### src/rtl/frac_clk_div_pkg.sv
// Shared definitions for the fractional clock divider: FSM states, config reset
// defaults and the config legality check.
package frac_clk_div_pkg;

  typedef enum logic [0:0] {
    ST_IDLE = 1'b0,
    ST_RUN  = 1'b1
  } state_t;

  localparam int unsigned MIN_N = 32'd2;
  localparam int unsigned RST_M = 32'd0;
  localparam int unsigned RST_D = 32'd1;

  // A config is legal when N reaches the minimum, D is non-zero and M/D is a proper fraction.
  function automatic logic cfg_ok(input int unsigned n, input int unsigned m,
                                  input int unsigned d);
    return (n >= MIN_N) && (d != 32'd0) && (m < d);
  endfunction

endpackage

### src/rtl/frac_div_acc.sv
// Phase accumulator for the fractional divider; carry says the period that starts
// now is one cycle longer than N.
module frac_div_acc
  import frac_clk_div_pkg::*;
#(
  parameter int AW = 8
) (
  input  logic          clk,
  input  logic          rst,
  input  logic          clr,
  input  logic          step,
  input  logic [AW-1:0] m,
  input  logic [AW-1:0] d,
  output logic          carry
);

  logic [AW-1:0] acc;
  logic [AW:0]   sum;
  logic [AW:0]   wrap;

  // The sum is one bit wider than the accumulator so acc + M never overflows.
  always_comb begin
    sum   = {1'b0, acc} + {1'b0, m};
    wrap  = sum - {1'b0, d};
    carry = (sum >= {1'b0, d});
  end

  // Accumulator update once per period start; an abort clears it.
  always_ff @(posedge clk or posedge rst) begin
    if (rst) begin
      acc <= {AW{1'b0}};
    end else if (clr) begin
      acc <= {AW{1'b0}};
    end else if (step) begin
      acc <= carry ? wrap[AW-1:0] : sum[AW-1:0];
    end else begin
      acc <= acc;
    end
  end

endmodule

### src/rtl/frac_clk_div.sv
// Fractional clock divider: average period N + M/D clocks, each period N or N+1.
// Define FRAC_CLK_DIV_DUTY50_EN to shape div_clk to roughly 50% duty.
module frac_clk_div
  import frac_clk_div_pkg::*;
#(
  parameter int CW    = 8,
  parameter int AW    = 8,
  parameter int DEF_N = 5
) (
  input  logic          clk,
  input  logic          rst,
  input  logic          en,
  input  logic          cfg_load,
  input  logic [CW-1:0] div_int,
  input  logic [AW-1:0] frac_num,
  input  logic [AW-1:0] frac_den,
  output logic          div_pulse,
  output logic          div_clk,
  output logic          cfg_ack,
  output logic          cfg_err
);

  state_t        state, state_nx;
  logic [CW-1:0] cur_n, pend_n, eff_n;
  logic [AW-1:0] cur_m, pend_m, eff_m;
  logic [AW-1:0] cur_d, pend_d, eff_d;
  logic          pend;
  logic [CW:0]   cnt, cnt_nx, tgt, tgt_nx;
  logic          load_ok, start, bnd, abort, apply, carry;

  frac_div_acc #(.AW(AW)) u_acc (
    .clk   (clk),
    .rst   (rst),
    .clr   (abort),
    .step  (start | bnd),
    .m     (eff_m),
    .d     (eff_d),
    .carry (carry)
  );

  // Next-state, period boundary detection and effective-config selection.
  always_comb begin
    load_ok  = cfg_load && cfg_ok(32'(div_int), 32'(frac_num), 32'(frac_den));
    state_nx = state;
    start    = 1'b0;
    bnd      = 1'b0;
    abort    = 1'b0;
    eff_n    = cur_n;
    eff_m    = cur_m;
    eff_d    = cur_d;
    // A load landing on the boundary edge wins over an older pending value.
    if (load_ok) begin
      eff_n = div_int;
      eff_m = frac_num;
      eff_d = frac_den;
    end else if (pend) begin
      eff_n = pend_n;
      eff_m = pend_m;
      eff_d = pend_d;
    end else begin
      eff_n = cur_n;
    end
    case (state)
      ST_IDLE: begin
        if (en) begin
          state_nx = ST_RUN;
          start    = 1'b1;
        end else begin
          state_nx = ST_IDLE;
        end
      end
      ST_RUN: begin
        if (!en) begin
          state_nx = ST_IDLE;
          abort    = 1'b1;
        end else if (cnt == tgt) begin
          bnd = 1'b1;
        end else begin
          bnd = 1'b0;
        end
      end
      default: state_nx = ST_IDLE;
    endcase
    apply  = (load_ok || pend) && ((state == ST_IDLE) || abort || bnd);
    tgt_nx = {1'b0, eff_n} + {{CW{1'b0}}, carry};
    if (start || bnd) begin
      cnt_nx = {{CW{1'b0}}, 1'b1};
    end else if (state_nx == ST_IDLE) begin
      cnt_nx = {(CW+1){1'b0}};
    end else begin
      cnt_nx = cnt + {{CW{1'b0}}, 1'b1};
    end
  end

  // FSM, period counter, outputs and config shadow registers.
  always_ff @(posedge clk or posedge rst) begin
    if (rst) begin
      state     <= ST_IDLE;
      cnt       <= {(CW+1){1'b0}};
      tgt       <= (CW+1)'(DEF_N);
      cur_n     <= CW'(DEF_N);
      cur_m     <= AW'(RST_M);
      cur_d     <= AW'(RST_D);
      pend      <= 1'b0;
      pend_n    <= CW'(DEF_N);
      pend_m    <= AW'(RST_M);
      pend_d    <= AW'(RST_D);
      div_pulse <= 1'b0;
      cfg_ack   <= 1'b0;
      cfg_err   <= 1'b0;
    end else begin
      state     <= state_nx;
      cnt       <= cnt_nx;
      div_pulse <= bnd;
      cfg_ack   <= apply;
      if (start || bnd) begin
        tgt <= tgt_nx;
      end else begin
        tgt <= tgt;
      end
      if (apply) begin
        cur_n <= eff_n;
        cur_m <= eff_m;
        cur_d <= eff_d;
        pend  <= 1'b0;
      end else if (load_ok) begin
        pend_n <= div_int;
        pend_m <= frac_num;
        pend_d <= frac_den;
        pend   <= 1'b1;
      end else begin
        pend <= pend;
      end
      if (cfg_load) begin
        cfg_err <= !load_ok;
      end else begin
        cfg_err <= cfg_err;
      end
    end
  end

`ifdef FRAC_CLK_DIV_DUTY50_EN
  logic duty;

  // High from the boundary pulse through the first floor(P/2) cycles of the period.
  always_ff @(posedge clk or posedge rst) begin
    if (rst) begin
      duty <= 1'b0;
    end else if (bnd) begin
      duty <= 1'b1;
    end else if (state_nx != ST_RUN) begin
      duty <= 1'b0;
    end else if (cnt_nx > (tgt >> 1)) begin
      duty <= 1'b0;
    end else begin
      duty <= duty;
    end
  end

  assign div_clk = duty;
`else
  assign div_clk = div_pulse;
`endif

endmodule

### config.mk
export PLATFORM = sky130hd
export DESIGN_NAME = frac_clk_div
export DESIGN_NICKNAME = d
export VERILOG_FILES = /design/src/rtl/frac_clk_div_pkg.sv /design/src/rtl/frac_div_acc.sv /design/src/rtl/frac_clk_div.sv
export SDC_FILE = /design/constraint.sdc
export NUM_CORES = 1
export LEC_CHECK = 0
export CORE_ASPECT_RATIO = 1.2
export CORE_MARGIN = 2
export CORE_UTILIZATION = 45
export DETAILED_ROUTE_END_ITERATION = 10
export SYNTH_ARGS = -nofsm -noshare
export SYNTH_HDL_FRONTEND = slang
export SYNTH_HIERARCHICAL = 1
export SYNTH_SLANG_ARGS = --single-unit
### constraint.sdc
create_clock -name clk -period 12 [get_ports clk]
set_input_delay 3.6 -clock clk [delete_from_list [all_inputs] [get_ports clk]]
set_output_delay 3.6 -clock clk [all_outputs]
set_load 0.03 [all_outputs]
==> results.tsv <==
stage	metric	value	unit
place	dpl cells	718	
worst_setup_path	CP Max Fanout	50	
sta	measured slew at the worst slew-check pin	1.105	ns
sta	Peak Freq	98.90	MHz
layout	layout cells sized above 1	9.879	%
floorplan	chip height	123.7	um
worst_setup_path	RR Endpoint	tgt[4]	
worst_setup_path	Reg2Reg Launch Point	pend	
layout	sequential cell area	1988	um2
layout	P&R area growth vs syn	12.82	%
floorplan	DIE AREA	12840	um2
status	status	finished clean	
layout	biggest regs	cnt (9), tgt (9)	
drt	drt first pass iters	4	
drt	wl on met1	6.058	mm
sta	Final Hold Fails	0	
cts	CTS sink cnt	79	
sta	final worst path period need	10.11	ns
drt	Avg Vias per Cell	5.939	
synth	Cell Area, Synth	5376	um2
floorplan	Die W	103.8	um
synth	EDFF count, synth	0	
cts	post-CTS setup buffer count	0	
floorplan	Core Rows	43	
drt	Starting DRT DRC Count	124	
sta	Max Slew Vio Count	0	
power	pwr dens	218.4	nW/um2
synth	Yosys Warn Count	6	
sta	period utilization	84.26	%
synth	Syn Nets	614	
layout	commonest non-fill, non-tap cells in the layout	dfrtp_1, inv_1, clkdlybuf4s50_1	
synth	Synth area leader	dfrtp_1	
power	P_leak	0.002433	uW
floorplan	core area	11620	um2
power	Max IR drop VDD	0.1160	mV
cts	Clk Latency, worst-skew pair	0.34	ns
worst_setup_path	Arrival @ worst endpoint	10.33	ns
drt	vias post-DR	4359	
layout	fin cells	734	
sta	Setup Total Neg Slack	0	ns
drt	Post-Route WL	13.84	mm
worst_setup_path	R2R setup slack	6.42	ns
job	MaxCap Viol Count	0	
worst_hold_path	HP Start	u_acc/acc[4]	
grt	remaining global-route overflow	0	
drt	length of routed met3 wiring	340	um
sta	Setup Viol. Count Final	0	
drt	# DRC	0	
sta	Slew HR	24.44	%
cts	TritonCTS Buffers	9	
synth	Cell variety after synth	70	
synth	cell count after synthesis	558	
worst_setup_path	crit path launch type	input port	
grt	vias in the first global route	4557	
worst_setup_path	crit path kind	in -> reg	
place	post-DP HPWL	9.599	mm
cts	CTS Hold Bufs	0	
place	IO buf count	31	
synth	Seq cells post-synth	79	
worst_hold_path	Hold Path Class	reg -> reg	
grt	largest net degree at the start of global routing	72	
worst_setup_path	CP endpoint kind	flop	
cts	clock-pin transition on the worst setup and hold timing paths	0.06	ns
layout	Multi-input gate area	2980	um2
layout	most common cell after layout, fill and taps aside	dfrtp_1	
worst_hold_path	Hold Path End	u_acc/acc[4]	
sta	clk_skew	0.008773	ns
cts	CTS tree	built	
synth	post-synth top area share	33.05	%
synth	Synth area leaders	dfrtp_1, ha_1, mux2i_1, dfstp_2, a2111oi_0	
synth	Syn Area/Cell	9.635	um2
synth	Async S/R FF share, synth	100.0	%
drt	max layer used	met4	
cts	H-tree level count	3	
cts	Root Buffer	clkbuf_16	
synth	prevailing post-synth register cell	dfrtp_1	
grt	first-pass GRT wire length	23.18	mm
worst_setup_path	R2R depth	22	
layout	# fillers	1091	
layout	nets	628	
drt	antenna-violating nets left	0	
worst_setup_path	Worst EP required	12.22	ns
drt	WL met2	7.047	mm
synth	post-synthesis sequential area ratio	36.96	%
grt	total track usage	22.86	%
place	final weighted congestion in routability-driven placement	0.8694	
sta	RSZ-0062 raised after global routing	false	
floorplan	IO Count	32	
grt	initial antenna violation count	0	
cts	Bufs on Longest Clock Path	2	
worst_hold_path	Min-Delay Path Depth	2	
floorplan	Initial Util	46.26	%
drt	Routed wire per std cell	18.86	um
cts	Gates resized, CTS repair	0	
layout	diode count	0	
==> cells by family (layout without fill, tap and decap cells) <==
family | after synthesis | in the layout | synth area share, %
muxes | 35 | 35 | 6.656
AOI/OAI and AO/OA | 182 | 182 | 24.62
xor gates and xnor gates | 33 | 33 | 5.376
DFF | 79 | 79 | 36.96
buffers and inverters | 87 | 106 | 7.773
adders and majority gates | 28 | 28 | 6.795
and+or+nand+nor | 114 | 114 | 11.82
==> stage by stage <==
| stage | setup WS (ns) | hold WS, ns | util (%) | power [uW] | instance area, um2 |
|---|---|---|---|---|---|
| floorplan | 3.203 | 0.4596 | - | 872.7 | 5376 |
| global placement | 1.790 | 0.4722 | 49.28 | 988.0 | 5727 |
| finish | 1.888 | 0.4922 | 52.20 | 1325 | 6066 |
| detailed placement | 1.638 | 0.4836 | 49.28 | 1006 | 5727 |
| global route | 1.352 | 0.5181 | 52.20 | 1416 | 6066 |
| CTS | 1.949 | 0.4955 | 52.20 | 1330 | 6066 |
==> power by group <==
| group | switching (uW) | internal (uW) | total (uW) |
|---|---|---|---|
| registers | 41.9 | 337 | 379 |
| clock network | 109 | 204 | 313 |
| logic | 358 | 275 | 633 |
| total | 509 | 816 | 1320 |
==> worst max-delay path by stage <==
stage / from / to / slack, ns
after global placement: frac_den[5] / tgt[4] / 1.79
after CTS: frac_den[5] / tgt[4] / 1.95
after floorplan: frac_den[5] / tgt[4] / 3.20
final: frac_den[5] / tgt[4] / 1.89
after detailed placement: frac_den[5] / tgt[4] / 1.64
after global routing: frac_den[5] / tgt[4] / 1.35
==> Yosys cell counts, types with 3 or more instances <==
cell type,instances
a211oi_2,3
nand3_1,30
a2111oi_2,3
nor2_1,11
a21oi_1,28
o211ai_1,3
buf_6,5
and2_1,11
o22a_1,24
nor2b_1,4
xnor2_1,24
nand2_1,19
nor3_1,7
xor2_1,9
nand2b_1,4
nand4_1,8
inv_1,51
mux2i_1,29
a21o_1,3
ha_1,26
dfstp_2,8
nor4_1,4
o21bai_1,4
a221o_1,3
o21ai_0,22
a31oi_1,26
clkbuf_1,16
buf_4,6
a2111oi_0,24
o21ai_1,16
and3_1,3
dfrtp_1,71
mux2_2,6
==> cell type report <==
class / count / share of cell area (%)
multi-input combinational: 392 / 49.13
sequential: 79 / 32.78
timing repair buffer: 39 / 6.106
clock buffer: 11 / 3.837
tap: 157 / 3.238
inverter: 51 / 3.156
clock inverter: 5 / 1.753
==> critical path, cell delays in order <==
cell and delay, ns:
clkdlybuf4s50_1 0.53, inv_1 0.06, ha_1 0.34, o211ai_1 0.13, nor3_2 0.46, buf_4 0.33
a211o_4 0.52, a21oi_1 0.17, ha_1 0.28, fa_1 0.44, a211oi_2 0.24, o21bai_1 0.10
a21oi_1 0.17, xnor2_1 0.19, ha_1 0.33, nand4_1 0.15, o21ai_0 0.11, a31oi_1 0.23
a21boi_2 0.57, inv_1 0.13, ha_1 0.27, ha_1 0.26, inv_1 0.10, nor3_1 0.07
xor2_1 0.17, mux2i_1 0.08, mux2_2 0.27
==> routing by layer <==
layer	GRT usage, %	vias to the layer above
li1	-	2100
met3	3.558	26
met5	0	-
met1	27.24	2169
met2	41.06	64
met4	10.64	0
Note: power is estimated with default switching activity, not from simulation.
